==> src/rtl/mmio_ctrl.sv <==
// mmio_ctrl: memory-mapped peripheral block. It provides a UART byte
// handshake, free-running cycle and instruction counters, switch inputs,
// an LED register and an optional button event FIFO.
// Optional feature macro: MMIO_BTN_FIFO_EN. When it is defined, the button
// rising-edge detector and the event FIFO are built. When it is undefined,
// the FIFO status always reads "empty", the head reads 0 and buttons are ignored.
module mmio_ctrl #(
    parameter int NUM_BTN    = 3,
    parameter int NUM_LED    = 6,
    parameter int NUM_SW     = 2,
    parameter int FIFO_DEPTH = 8,
    parameter int ADDR_W     = 16
) (
    input  logic               clk,
    input  logic               rst,
    input  logic               en,
    input  logic               we,
    input  logic               re,
    input  logic [ADDR_W-1:0]  addr,
    input  logic [31:0]        wdata,
    output logic [31:0]        rdata,
    input  logic               inst_retire,
    output logic [7:0]         tx_data,
    output logic               tx_valid,
    input  logic               tx_ready,
    input  logic [7:0]         rx_data,
    input  logic               rx_valid,
    output logic               rx_ready,
    input  logic [NUM_BTN-1:0] buttons,
    input  logic [NUM_SW-1:0]  switches,
    output logic [NUM_LED-1:0] leds
);

    localparam logic [ADDR_W-1:0] A_STAT  = ADDR_W'(8'h00);
    localparam logic [ADDR_W-1:0] A_RXD   = ADDR_W'(8'h04);
    localparam logic [ADDR_W-1:0] A_TXD   = ADDR_W'(8'h08);
    localparam logic [ADDR_W-1:0] A_CYC   = ADDR_W'(8'h10);
    localparam logic [ADDR_W-1:0] A_INS   = ADDR_W'(8'h14);
    localparam logic [ADDR_W-1:0] A_CLR   = ADDR_W'(8'h18);
    localparam logic [ADDR_W-1:0] A_FSTAT = ADDR_W'(8'h20);
    localparam logic [ADDR_W-1:0] A_FHEAD = ADDR_W'(8'h24);
    localparam logic [ADDR_W-1:0] A_SW    = ADDR_W'(8'h28);
    localparam logic [ADDR_W-1:0] A_LED   = ADDR_W'(8'h30);

    // A combined store+load is a store only, so loads require ~we.
    logic        wr_en, rd_en;
    logic [31:0] rd_val;
    logic [31:0] cyc_cnt, ins_cnt;
    logic [31:0] fifo_stat, fifo_head;
    logic        clr_cnt;

    assign wr_en   = en & we;
    assign rd_en   = en & re & ~we;
    assign clr_cnt = wr_en & (addr == A_CLR);

    // Reading the rx data register consumes the byte. This is a one-cycle pulse.
    assign rx_ready = rd_en & (addr == A_RXD);

    // Load data mux. Unmapped and write-only offsets read as zero.
    always_comb begin
        rd_val = '0;
        case (addr)
            A_STAT:  rd_val = {30'b0, rx_valid, ~tx_valid & tx_ready};
            A_RXD:   rd_val = 32'(rx_data);
            A_CYC:   rd_val = cyc_cnt;
            A_INS:   rd_val = ins_cnt;
            A_FSTAT: rd_val = fifo_stat;
            A_FHEAD: rd_val = fifo_head;
            A_SW:    rd_val = 32'(switches);
            default: rd_val = '0;
        endcase
    end

    // Registered load data. It holds its value between loads.
    always_ff @(posedge clk or negedge rst) begin
        if (!rst)       rdata <= '0;
        else if (rd_en) rdata <= rd_val;
    end

    // Transmit holding register. A store while a byte is pending is dropped.
    always_ff @(posedge clk or negedge rst) begin
        if (!rst) begin
            tx_valid <= 1'b0;
            tx_data  <= '0;
        end else if (tx_valid && tx_ready) begin
            tx_valid <= 1'b0;
        end else if (wr_en && addr == A_TXD && !tx_valid) begin
            tx_valid <= 1'b1;
            tx_data  <= wdata[7:0];
        end
    end

    // Cycle and retire counters. Clearing wins over a same-cycle increment.
    always_ff @(posedge clk or negedge rst) begin
        if (!rst) begin
            cyc_cnt <= '0;
            ins_cnt <= '0;
        end else if (clr_cnt) begin
            cyc_cnt <= '0;
            ins_cnt <= '0;
        end else begin
            cyc_cnt <= cyc_cnt + 32'd1;
            if (inst_retire) ins_cnt <= ins_cnt + 32'd1;
        end
    end

    // LED output register
    always_ff @(posedge clk or negedge rst) begin
        if (!rst)                          leds <= '0;
        else if (wr_en && addr == A_LED)   leds <= wdata[NUM_LED-1:0];
    end

`ifdef MMIO_BTN_FIFO_EN
    localparam int AW = $clog2(FIFO_DEPTH);

    logic [NUM_BTN-1:0] buttons_q, rise;
    logic [NUM_BTN-1:0] mem [FIFO_DEPTH];
    logic [AW:0]        wptr, rptr;
    logic               empty, full, push_req, push, pop, ovf, stat_rd;
    logic               unused_w;

    assign unused_w = ^wdata;

    // The pointers carry one extra wrap bit. When the index bits match,
    // equal wrap bits mean empty and different wrap bits mean full.
    assign empty    = (wptr == rptr);
    assign full     = (wptr[AW] != rptr[AW]) && (wptr[AW-1:0] == rptr[AW-1:0]);
    assign rise     = buttons & ~buttons_q;
    assign push_req = |rise;
    assign pop      = rd_en & (addr == A_FHEAD) & ~empty;
    // A pop in the same cycle frees a slot, so a push into a full FIFO still lands.
    assign push     = push_req & (~full | pop);
    assign stat_rd  = rd_en & (addr == A_FSTAT);

    assign fifo_stat = {30'b0, ovf, empty};
    assign fifo_head = empty ? '0 : 32'(mem[rptr[AW-1:0]]);

    // Event storage. It needs no reset because the pointers guard every entry.
    always_ff @(posedge clk) begin
        if (push) mem[wptr[AW-1:0]] <= rise;
    end

    // Edge detector, pointers and sticky overflow (cleared by a status read)
    always_ff @(posedge clk or negedge rst) begin
        if (!rst) begin
            buttons_q <= '0;
            wptr      <= '0;
            rptr      <= '0;
            ovf       <= 1'b0;
        end else begin
            buttons_q <= buttons;
            if (push) wptr <= wptr + 1'b1;
            if (pop)  rptr <= rptr + 1'b1;
            if (push_req && full && !pop) ovf <= 1'b1;
            else if (stat_rd)             ovf <= 1'b0;
        end
    end
`else
    localparam int unused_depth = FIFO_DEPTH;
    logic unused_w;

    assign unused_w  = ^{wdata, buttons};
    assign fifo_stat = 32'h1;
    assign fifo_head = '0;
`endif

endmodule
==> config.mk <==
export PLATFORM = sky130hd
export DESIGN_NAME = mmio_ctrl
export DESIGN_NICKNAME = d
export VERILOG_FILES = /design/src/rtl/mmio_ctrl.sv
export SDC_FILE = /design/constraint.sdc
export NUM_CORES = 1
export LEC_CHECK = 0
export CORE_MARGIN = 2
export CORE_UTILIZATION = 51
export DETAILED_ROUTE_END_ITERATION = 6
export GPL_ROUTABILITY_DRIVEN = 0
export PLACE_DENSITY = 0.8
export RECOVER_POWER = 100
export SETUP_SLACK_MARGIN = 0.4
export SYNTH_ARGS = -nofsm -noshare
export SYNTH_HDL_FRONTEND = slang
export SYNTH_SLANG_ARGS = --single-unit
==> constraint.sdc <==
create_clock -name clk -period 3.6 [get_ports clk]
set_input_delay 1.08 -clock clk [delete_from_list [all_inputs] [get_ports clk]]
set_output_delay 1.08 -clock clk [all_outputs]
set_load 0.005 [all_outputs]
# After elaboration in Yosys (flattened, before gate mapping)
# Cells that the tools add are included.
[totals]
regBits = 111
input_bits = 69
output_inout_bits = 48
word_cells = 40
[op_classes]
addsub = 2
eq_ne = 8
n_mux = 6
bitwise_logic = 9
n_reduce_logical = 9
[op_table]
columns = ["operator", "n"]
rows = [
  ["$pmux W32 S6", 1],
  ["$mux W32", 3],
  ["$add A32 B1 Y32 const B", 2],
  ["$eq A16 B5 Y1 const B", 3],
  ["$eq A16 B6 Y1 const B", 3],
  ["$eq A16 B3 Y1 const B", 1],
  ["$eq A16 B4 Y1 const B", 1],
  ["$logic_not A16 Y1", 1],
  ["$and A1 B1 Y1", 6],
  ["$logic_and A1 B1 Y1", 4],
  ["$reduce_bool A2 Y1", 2],
  ["$not A1 Y1", 3],
  ["$mux W1", 2],
  ["$reduce_and A2 Y1", 1],
  ["$logic_not A1 Y1", 1],
]

# Depth between registers and ports, before layout
# Gate-level depths: netlist of the first run.
[depth]
ltp_word = 5
depth_mapped = 8

# Worst setup path after synthesis of the first run
# No wires, ideal clock.
[synth_timing]
kind = "input to output"
start = "input addr[1]"
end = "output rx_ready"
arrival_time_ns = 2.426
required_time_ns = 2.520
setup_slack_ns = 0.094
cell_stages = 3
path_cell_list = "or4b_2 -> nor4_4 -> nor2b_1"
[synth_between]
elab_chain_cells = 2
[synth_rtl]
columns = ["element", "line", "rtl"]
rows = [
  ["from (decl)", "19", "input logic [ADDR_W-1:0] addr,"],
  ["$eq A16 B3 Y1", "57", "assign rx_ready = rd_en & (addr == A_RXD);"],
  ["$and A1 B1 Y1", "57", ""],
  ["to (decl)", "28", "output logic rx_ready,"],
]
# No other way between the ends.

# Worst setup path after layout of the first run
[layout_timing]
start = "input addr[15]"
end = "register rdata[7]"
[layout_between]
elab_chain_cells = 2
elab_cells_between_ends = 7
[layout_rtl]
columns = ["element", "line", "rtl"]
rows = [
  ["$eq A16 B6 Y1, or another cell as far along", "62", "case (addr)"],
  ["$pmux W32 S6 *", "62", ""],
  ["to (signal assigned)", "77", "else if (rd_en) rdata <= rd_val;"],
  ["to (decl)", "21", "output logic [31:0] rdata,"],
]
# Mark *: on every way between the ends. The rest lies on a longest branch, timed or not.
# A chain may end at the register's enable or synchronous reset.

==> impl_metrics.py, run 1 <==
metrics = {
    "run_status": {
        "status": "finished, final reports clean",
    },
    "detailed_routing": {
        "ant_nets": 0,
        "drtIter0Drc": 359,
        "drt-total-wl_um": 13500,
        "wl_per_cell_um": 17.1,
        "drt_pass1_iterations": 5,
        "vias": 4514,
        "drt_drc_violations_left": 0,
        "drt-vias-per-instance": 5.72,
    },
    "finish": {
        "fillers": 808,
        "antenna_cells": 0,
        "register_area_um2": 2780,
        "fin_nets": 719,
        "post_route_cells_drive_above_1_share_pct": 15.2,
        "multi_input_area_um2": 2460,
        "stdcell_count": 789,
        "area.growth.synth_to_final_pct": 25.0,
    },
    "worst_setup_path": {
        "startpoint_type": "input port",
        "slowest_delay_ns": 0.59,
        "required_ns": 3.89,
        "worstPathCellList": "clkbuf_2 > or4_1 > nor4_4 > clkbuf_4 > buf_6 > buf_6 > buf_6 > buf_6 > buf_6 > buf_6 > buf_6 > buf_6 > buf_6 > buf_6 > buf_6 > buf_6 > a222oi_1 > o41ai_2",
        "worstSetupPathType": "in -> reg",
        "endpoint_kind": "flop",
        "cp_data_arrival_time_ns": 3.74,
        "critPathMaxFanout": 2,
        "ff2ff_setup_slack_ns": 1.30,
        "path_common_cell": "buf_6",
        "cp_slowest_cell": "or4_1",
    },
    "clock_network": {
        "clk_pin_slew_ns": 0.10,
        "cts_tree": "built",
        "root_buffer": "clkbuf_8",
        "numClockSinks": 111,
        "cts_max_path_buffers": 2,
        "cts_buffers": 9,
        "clkLatencyLatePin_ns": 0.40,
        "cts_hold_buf": 0,
        "h-tree-depth": 3,
    },
    "sta": {
        "tightest_slew_ns": 1.37,
        "hold_violations": 0,
        "setup_violations": 0,
        "timing.final.crit_share_pct": 96.0,
        "rsz0062_at_grt": "true",
        "clock_skew_ns": 0.0200,
        "slew_violations": 0,
        "max-slew-margin-rel_pct": 8.37,
        "fin_setup_tns_ns": 0,
        "period_minus_slack_ns": 3.45,
        "max_freq_mhz": 289,
    },
    "yosys": {
        "synth.ff_latch_count": 111,
        "synth_top_family_by_area": "simple AND/OR/NAND/NOR gates",
        "synth_common_cells": "111 x dfrtp_1, 68 x nor2_1, 55 x nand2_1",
        "synth_fp_nets": 609,
        "avgSynthCellArea_um2": 10.1,
        "synthCells": 538,
        "synth.most_common_cell": "dfrtp_1",
        "synthArstFlopShare_pct": 100,
        "synth_edf_count": 0,
        "syn-cell-area_um2": 5440,
        "synth-simple-area-share_pct": 22.4,
        "synthXorXnorAreaFrac_pct": 8.86,
        "synth_cell_types": 47,
        "yosys-top-cells-area": "dfrtp_1 51%, nor2_1 4.7%, xnor2_1 4.7%",
        "synth_fa_ha_area_share_pct": 0.460,
        "yosysTopAreaCell": "dfrtp_1",
        "ys_seq_area_share_pct": 51.1,
        "ys_warn_count": 0,
        "synthMuxAreaShare_pct": 3.27,
        "yosys_most_used_dff": "dfrtp_1",
        "synth_compound_area_share_pct": 10.2,
        "synth_top_area_share_pct": 51.1,
    },
    "min_path": {
        "hold_path_class": "reg -> reg",
    },
    "pwr": {
        "seq_power_share_pct": 60.5,
        "power_mw": 2.24,
        "power_frac_clock_pct": 30.8,
        "p_comb_share_pct": 8.7,
        "peakVddDrop_mv": 0.399,
        "power_switching_uw": 608,
        "cellLeakagePower_nw": 3.06,
        "intPower_mw": 1.64,
        "powerDensity_nw_per_um2": 330,
        "power_switching_share_pct": 27.1,
    },
    "floorplan": {
        "coreArea_um2": 10300,
        "rows": 37,
        "io_pins": 117,
        "die_h_um": 107,
        "start_util_pct": 52.6,
        "die_width_um": 107,
        "fp.dieArea_um2": 11500,
    },
    "global_route": {
        "grt_max_degree": 60,
        "grt_pass1_wl_um": 22800,
        "grt.overflow.total": 0,
        "track_usage_pct": 25.1,
        "antenna_found_initial": 0,
        "grt_pass1_vias": 4648,
    },
    "placed_design": {
        "dpl.cell_count": 759,
        "port-buffer-count": 89,
        "dpl.hpwl_um": 9330,
    },
    "job": {
        "maxCapViolCount": 0,
    },
}
[routing by layer]
metal / wire [µm] / up-vias / global-route usage, %
met5: 0 / - / 0
met4: 332 / 0 / 8.07
met3: 608 / 26 / 5.65
met2: 6870 / 134 / 42.5
met1: 5700 / 2242 / 32.1
li1: - / 2112 / -
[registers in the layout, summed over array words and instances (netlist names)]
name,flops
leds,6
tx_valid,1
ins_cnt,32
cyc_cnt,32
rdata,32
tx_data,8
[final timing paths]
kind | start | to | depth (start not counted)
max | addr[15] | rdata[7] | 18
min | rdata[24] | rdata[24] | 2
max reg2reg | cyc_cnt[0] | cyc_cnt[30] | 6
max in group asynchronous | rst | rdata[8] | 2
min reg2reg | rdata[24] | rdata[24] | 2
min in group asynchronous | rst | tx_data[0] | 1
[power by group through the flow]
stage / logic, mW / registers, mW / clock network, mW
5_1_grt: 0.222 / 1.36 / 0.754
3_5_place_dp: 0.208 / 1.37 / 0
6_report: 0.195 / 1.36 / 0.692
4_1_cts: 0.201 / 1.35 / 0.710
2_1_floorplan: 0.106 / 1.36 / 0
3_3_place_gp: 0.195 / 1.37 / 0
[critical path, delay by kind of cell]
family / cells / cell delay [ns]
buffers and inverters: 14 / 1.25
AO/OA/AOI/OAI: 2 / 0.51
AND/OR/NAND/NOR: 2 / 0.89
[per-stage QoR]
step	setup WS (ns)	hold WS, ns	utilization (%)	cell area, µm²
2_1_floorplan	0.147	0.469	-	5460
3_3_place_gp	-0.532	0.460	63.8	6580
3_5_place_dp	-0.562	0.469	63.8	6580
4_1_cts	0.226	0.492	66.0	6810
5_1_grt	0.0695	0.514	65.8	6800
6_report	0.145	0.478	65.8	6800
[cells by family (layout without fill, tap and decap cells)]
family	Yosys count	after routing
compound gates	84	84
xor+xnor	55	55
fa+ha+maj	2	2
buf+inv	40	155
flops	111	111
mux	16	16
simple gates	230	230
[placed cells by master, fill, tap and decap left out, types with 9 or more instances in the layout]
cell type,synthesis,final
buf_4,1,15
a22oi_1,30,25
nand4_1,22,22
mux2_2,14,14
nand3_1,20,20
xnor2_1,29,29
clkbuf_8,0,9
buf_2,10,9
inv_1,13,13
buf_6,5,13
clkdlybuf4s50_1,0,24
nand2_1,55,55
o21ai_0,30,31
nor3_1,15,16
dlygate4sd3_1,0,47
nor2_1,68,68
xor2_1,26,26
dfrtp_1,111,111
[layout make-up]
class,count,area share [%]
Clock buffer,10,1.88
Clock inverter,6,0.700
Inverter,13,0.718
Multi-Input combinational cell,387,36.2
Sequential cell,111,40.9
Tap cell,136,2.50
Timing Repair Buffer,126,17.2
[what timing repair did]
item / in CTS / in global routing
setup endpoints to repair: 1 / 9
pin swaps: 5 / 17
gates cloned: 0 / 0
setup buffers: 13 / 1
resized for setup: 48 / 26
(Power assumes the default switching activity.)
==> run 2: changes to the inputs <==
--- a/config.mk
+++ b/config.mk
@@ -7,6 +7,7 @@
 export LEC_CHECK = 0
 export CORE_MARGIN = 2
 export CORE_UTILIZATION = 51
+export CTS_BUF_LIST = sky130_fd_sc_hd__clkbuf_8 sky130_fd_sc_hd__clkbuf_16
 export DETAILED_ROUTE_END_ITERATION = 6
 export GPL_ROUTABILITY_DRIVEN = 0
 export PLACE_DENSITY = 0.8
==> impl_metrics.py, run 2 (same netlist as run 1, synthesis figures left out) <==
metrics = {
    "run_status": {
        "status": "finished, final reports clean",
    },
    "clock_network": {
        "clk_pin_slew_ns": 0.10,
        "cts_tree": "built",
        "clkLatencyLatePin_ns": 0.40,
        "numClockSinks": 111,
        "h-tree-depth": 3,
        "cts_hold_buf": 0,
        "cts_max_path_buffers": 2,
        "root_buffer": "clkbuf_8",
        "cts_buffers": 9,
    },
    "detailed_routing": {
        "wl_per_cell_um": 17.1,
        "drt-total-wl_um": 13500,
        "vias": 4505,
        "drt_drc_violations_left": 0,
        "drt_pass1_iterations": 5,
        "drtIter0Drc": 356,
        "drt-vias-per-instance": 5.71,
        "ant_nets": 0,
    },
    "finish": {
        "largestRegisters": "cyc_cnt x32, ins_cnt x32, rdata x32",
        "multi_input_area_um2": 2460,
        "fin_nets": 719,
        "fin_area_um2": 6800,
        "final_core_util_pct": 65.8,
        "stdcell_count": 789,
        "final_common_cell": "dfrtp_1",
        "fillers": 808,
        "antenna_cells": 0,
        "final_cell_mix": "111 x dfrtp_1, 68 x nor2_1, 55 x nand2_1, 47 x dlygate4sd3_1, 31 x o21ai_0",
        "area.growth.synth_to_final_pct": 25.0,
        "post_route_cells_drive_above_1_share_pct": 15.2,
        "register_area_um2": 2780,
    },
    "worst_setup_path": {
        "worstSetupPathType": "in -> reg",
        "ff2ff_setup_slack_ns": 1.30,
        "endpoint_kind": "flop",
        "required_ns": 3.89,
        "critPathMaxFanout": 2,
        "startpoint_type": "input port",
        "cp_data_arrival_time_ns": 3.74,
    },
    "sta": {
        "timing.final.crit_share_pct": 95.9,
        "max-slew-margin-rel_pct": 8.22,
        "slew_violations": 0,
        "tightest_slew_ns": 1.38,
        "hold_violations": 0,
        "setup_violations": 0,
        "max_freq_mhz": 290,
        "clock_skew_ns": 0.0201,
        "rsz0062_at_grt": "true",
        "period_minus_slack_ns": 3.45,
    },
    "pwr": {
        "cellLeakagePower_nw": 3.06,
        "powerDensity_nw_per_um2": 330,
        "peakVddDrop_mv": 0.400,
    },
    "min_path": {
        "hold_path_class": "reg -> reg",
    },
    "floorplan": {
        "rows": 37,
        "coreArea_um2": 10300,
        "io_pins": 117,
        "fp.dieArea_um2": 11500,
        "die_h_um": 107,
        "start_util_pct": 52.6,
        "die_width_um": 107,
    },
    "global_route": {
        "grt_max_degree": 60,
        "track_usage_pct": 25.1,
        "grt.overflow.total": 0,
        "grt_pass1_wl_um": 22800,
        "grt_pass1_vias": 4648,
        "antenna_found_initial": 0,
    },
    "placed_design": {
        "dpl.cell_count": 759,
        "dpl.hpwl_um": 9330,
        "placed_area_um2": 6580,
        "port-buffer-count": 89,
    },
    "job": {
        "maxCapViolCount": 0,
    },
}
[run 2: repair_timing]
action,CTS,global route
setup buffers,13,1
pin swaps,5,17
endpoints found under the setup margin,1,9
gates resized for setup,48,26
[run 2: power breakdown]
group | total, mW | internal [mW] | switching, mW | leakage [nW]
registers | 1.36 | 1.29 | 0.0673 | 1.51
clock network | 0.689 | 0.253 | 0.436 | 0.0906
logic | 0.195 | 0.0904 | 0.104 | 1.46
[run 2: final timing paths]
| kind | end | depth (start not counted) | start |
|---|---|---|---|
| max | rdata[7] | 18 | addr[15] |
| min | rdata[24] | 2 | rdata[24] |
| max reg2reg | cyc_cnt[30] | 6 | cyc_cnt[0] |
| min reg2reg | rdata[24] | 2 | rdata[24] |
| max in group asynchronous | rdata[8] | 2 | rst |
| min in group asynchronous | tx_data[0] | 1 | rst |
[run 2: through the flow]
stage                     setup TNS (ns)  hold slack [ns]  power (mW)  worst slack, ns
after floorplan                        0            0.469        1.46            0.147
after global placement            -0.532            0.460        1.57           -0.532
after CTS                              0            0.492        2.26            0.226
final                                  0            0.478        2.24            0.146
after detailed placement          -0.562            0.469        1.58           -0.562
after global routing                   0            0.514        2.34           0.0695
[run 2: per-layer routing]
| metal | GRT usage (%) | wire length [µm] | up-vias | part of all wire, % |
|---|---|---|---|---|
| li1 | - | - | 2112 | - |
| met1 | 32.1 | 5720 | 2242 | 42 |
| met2 | 42.5 | 6890 | 127 | 51 |
| met3 | 5.65 | 610 | 24 | 4.5 |
| met4 | 8.07 | 308 | 0 | 2.3 |
| met5 | 0 | 0 | - | 0 |
[run 2: layout make-up]
| cell class | count | share of cell area, % |
|---|---|---|
| multi-input cells | 387 | 36.2 |
| repair buffers | 126 | 17.2 |
| well taps | 136 | 2.50 |
| inverters | 13 | 0.718 |
| clock buffers | 9 | 1.82 |
| clock inverters | 7 | 0.755 |
| flip-flops and latches | 111 | 40.9 |
[run 2: worst max-delay path: stages]
cell and delay, ns:
clkbuf_2 0.08, or4_1 0.59, nor4_4 0.30, clkbuf_4 0.18
buf_6 0.08, buf_6 0.08, buf_6 0.09, buf_6 0.08
buf_6 0.08, buf_6 0.08, buf_6 0.09, buf_6 0.08
buf_6 0.08, buf_6 0.08, buf_6 0.08, buf_6 0.09
a222oi_1 0.11, o41ai_2 0.40
==> run 3: changes to the inputs <==
--- a/config.mk
+++ b/config.mk
@@ -5,12 +5,15 @@
 export SDC_FILE = /design/constraint.sdc
 export NUM_CORES = 1
 export LEC_CHECK = 0
+export ABC_CLOCK_PERIOD_IN_PS = 4210
+export CELL_PAD_IN_SITES_DETAIL_PLACEMENT = 1
+export CELL_PAD_IN_SITES_GLOBAL_PLACEMENT = 1
 export CORE_MARGIN = 2
-export CORE_UTILIZATION = 51
+export CORE_UTILIZATION = 42
 export CTS_BUF_LIST = sky130_fd_sc_hd__clkbuf_8 sky130_fd_sc_hd__clkbuf_16
 export DETAILED_ROUTE_END_ITERATION = 6
 export GPL_ROUTABILITY_DRIVEN = 0
-export PLACE_DENSITY = 0.8
+export PLACE_DENSITY_LB_ADDON = 0.1
 export RECOVER_POWER = 100
 export SETUP_SLACK_MARGIN = 0.4
 export SYNTH_ARGS = -nofsm -noshare
==> constraint.sdc (replaced) <==
create_clock -name clk -period 4.21 [get_ports clk]
set_input_delay 1.263 -clock clk [delete_from_list [all_inputs] [get_ports clk]]
set_output_delay 1.263 -clock clk [all_outputs]
set_load 0.005 [all_outputs]
==> impl_metrics.py, run 3 (same netlist as run 1, synthesis figures left out) <==
metrics = {
    "finish": {
        "antenna_cells": 0,
        "largestRegisters": "cyc_cnt x32, ins_cnt x32, rdata x32",
        "final_common_cell": "dfrtp_1",
        "stdcell_count": 809,
        "post_route_cells_drive_above_1_share_pct": 11.1,
        "fin_nets": 703,
        "fillers": 1430,
        "area.growth.synth_to_final_pct": 25.7,
        "final_cell_mix": "111 x dfrtp_1, 68 x nor2_1, 55 x nand2_1, 47 x dlygate4sd3_1, 32 x o21ai_0",
    },
    "run_status": {
        "status": "finished with violations",
        "violations": "capacitance limit, slew limit",
    },
    "floorplan": {
        "die_h_um": 118,
        "fp.dieArea_um2": 13900,
        "rows": 41,
        "start_util_pct": 43.1,
        "coreArea_um2": 12600,
        "die_width_um": 118,
        "io_pins": 117,
    },
    "placed_design": {
        "dpl.cell_count": 793,
        "dpl.hpwl_um": 10000,
        "port-buffer-count": 89,
    },
    "sta": {
        "timing.final.crit_share_pct": 93.1,
        "max-slew-margin-rel_pct": -63.8,
        "tightest_slew_ns": 2.46,
        "rsz0062_at_grt": "false",
        "hold_slack_ns": 0.472,
        "setup_violations": 0,
        "period_minus_slack_ns": 3.92,
        "hold_violations": 0,
        "slew_violations": 45,
        "clock_skew_ns": 0.0110,
        "max_freq_mhz": 255,
    },
    "clock_network": {
        "clk_pin_slew_ns": 0.06,
        "cts_max_path_buffers": 2,
        "numClockSinks": 111,
        "cts_buffers": 9,
        "cts_tree": "built",
        "h-tree-depth": 3,
        "clkLatencyLatePin_ns": 0.36,
        "cts_hold_buf": 0,
        "root_buffer": "clkbuf_16",
        "cts_setup_buffers": 0,
    },
    "worst_setup_path": {
        "critPathMaxFanout": 2,
        "ff2ff_setup_slack_ns": 1.74,
        "endpoint_kind": "output pin",
        "required_ns": 2.95,
        "r2r_end": "ins_cnt[31]",
        "slowest_delay_ns": 0.55,
        "timing.rr.start": "ins_cnt[10]",
        "worstSetupPathType": "in -> out",
        "cp_slowest_cell": "or4_1",
        "reg2reg_depth": 5,
        "startpoint_type": "input port",
        "cp_data_arrival_time_ns": 2.66,
        "worstPathCellList": "clkdlybuf4s25_1 > or4_1 > nor4_1 > nor2b_2 > buf_2",
    },
    "global_route": {
        "grt_pass1_wl_um": 25000,
        "track_usage_pct": 22.2,
        "grt.overflow.total": 0,
        "grt_max_degree": 68,
        "antenna_found_initial": 0,
        "grt_pass1_vias": 4754,
    },
    "detailed_routing": {
        "drt_drc_violations_left": 0,
        "wl_per_cell_um": 17.8,
        "drt-total-wl_um": 14400,
        "drtIter0Drc": 232,
        "drt-vias-per-instance": 5.45,
        "drt_pass1_iterations": 5,
        "ant_nets": 0,
        "vias": 4406,
    },
    "pwr": {
        "cellLeakagePower_nw": 3.06,
        "peakVddDrop_mv": 0.292,
        "powerDensity_nw_per_um2": 332,
    },
    "min_path": {
        "hold_path_class": "reg -> reg",
        "holdPathEnd": "rdata[11]",
        "worstHoldPathCells": 2,
        "worstHoldStart": "rdata[11]",
    },
    "job": {
        "maxCapViolCount": 1,
    },
}
run 3: worst max path at each step:
stage | start | to | slack (ns) | cells past startpoint
2_1_floorplan | addr[13] | rx_ready | 0.39 | 4
4_1_cts | addr[7] | rx_ready | 0.41 | 5
5_1_grt | addr[13] | rx_ready | 0.21 | 5
3_5_place_dp | addr[1] | rx_ready | -0.30 | 5
3_3_place_gp | addr[1] | rx_ready | -0.28 | 5
6_report | addr[13] | rx_ready | 0.29 | 5
run 3: final cells by class:
cell class / instances / area (µm²) / share of cell area [%]
Tap cell: 172 / 215 / 3.15
Inverter: 13 / 48.8 / 0.714
Timing Repair Buffer: 110 / 1020 / 14.9
Clock inverter: 5 / 81.3 / 1.19
Multi-Input combinational cell: 387 / 2440 / 35.7
Clock buffer: 11 / 253 / 3.70
Sequential cell: 111 / 2780 / 40.6
run 3: critical path: cells and delay by family:
kind                   cells  cell delay (ns)
and+or+nand+nor            3             1.07
buffers and inverters      2             0.33
run 3: metrics by stage:
step | instance area [µm²] | TNS, ns | utilization, % | power (mW) | worst slack [ns]
floorplan | 5460 | 0 | - | 1.25 | 0.391
global placement | 6600 | -0.282 | 52.3 | 1.34 | -0.282
detailed placement | 6600 | -0.298 | 52.3 | 1.36 | -0.298
CTS | 6910 | 0 | 54.7 | 2.31 | 0.406
global route | 6830 | 0 | 54.2 | 2.37 | 0.213
finish | 6830 | 0 | 54.2 | 2.27 | 0.290
run 3: routing by layer:
metal  part of all wire [%]  track usage (%)  vias up
met5                      0                0        -
met4                    1.2             6.10        0
met3                    3.1             4.41       12
met2                     51             37.2       63
met1                     45             29.5     2250
li1                       -                -     2081
run 3: power by group:
group	switching, mW	total, mW	internal [mW]
clock network	0.391	0.945	0.554
registers	0.0515	1.15	1.10
logic	0.0932	0.172	0.0790
run 3: repair_timing:
action	4_1_cts	5_1_grt
setup endpoints to repair	1	1
resized for setup	34	8
pin swaps	5	4
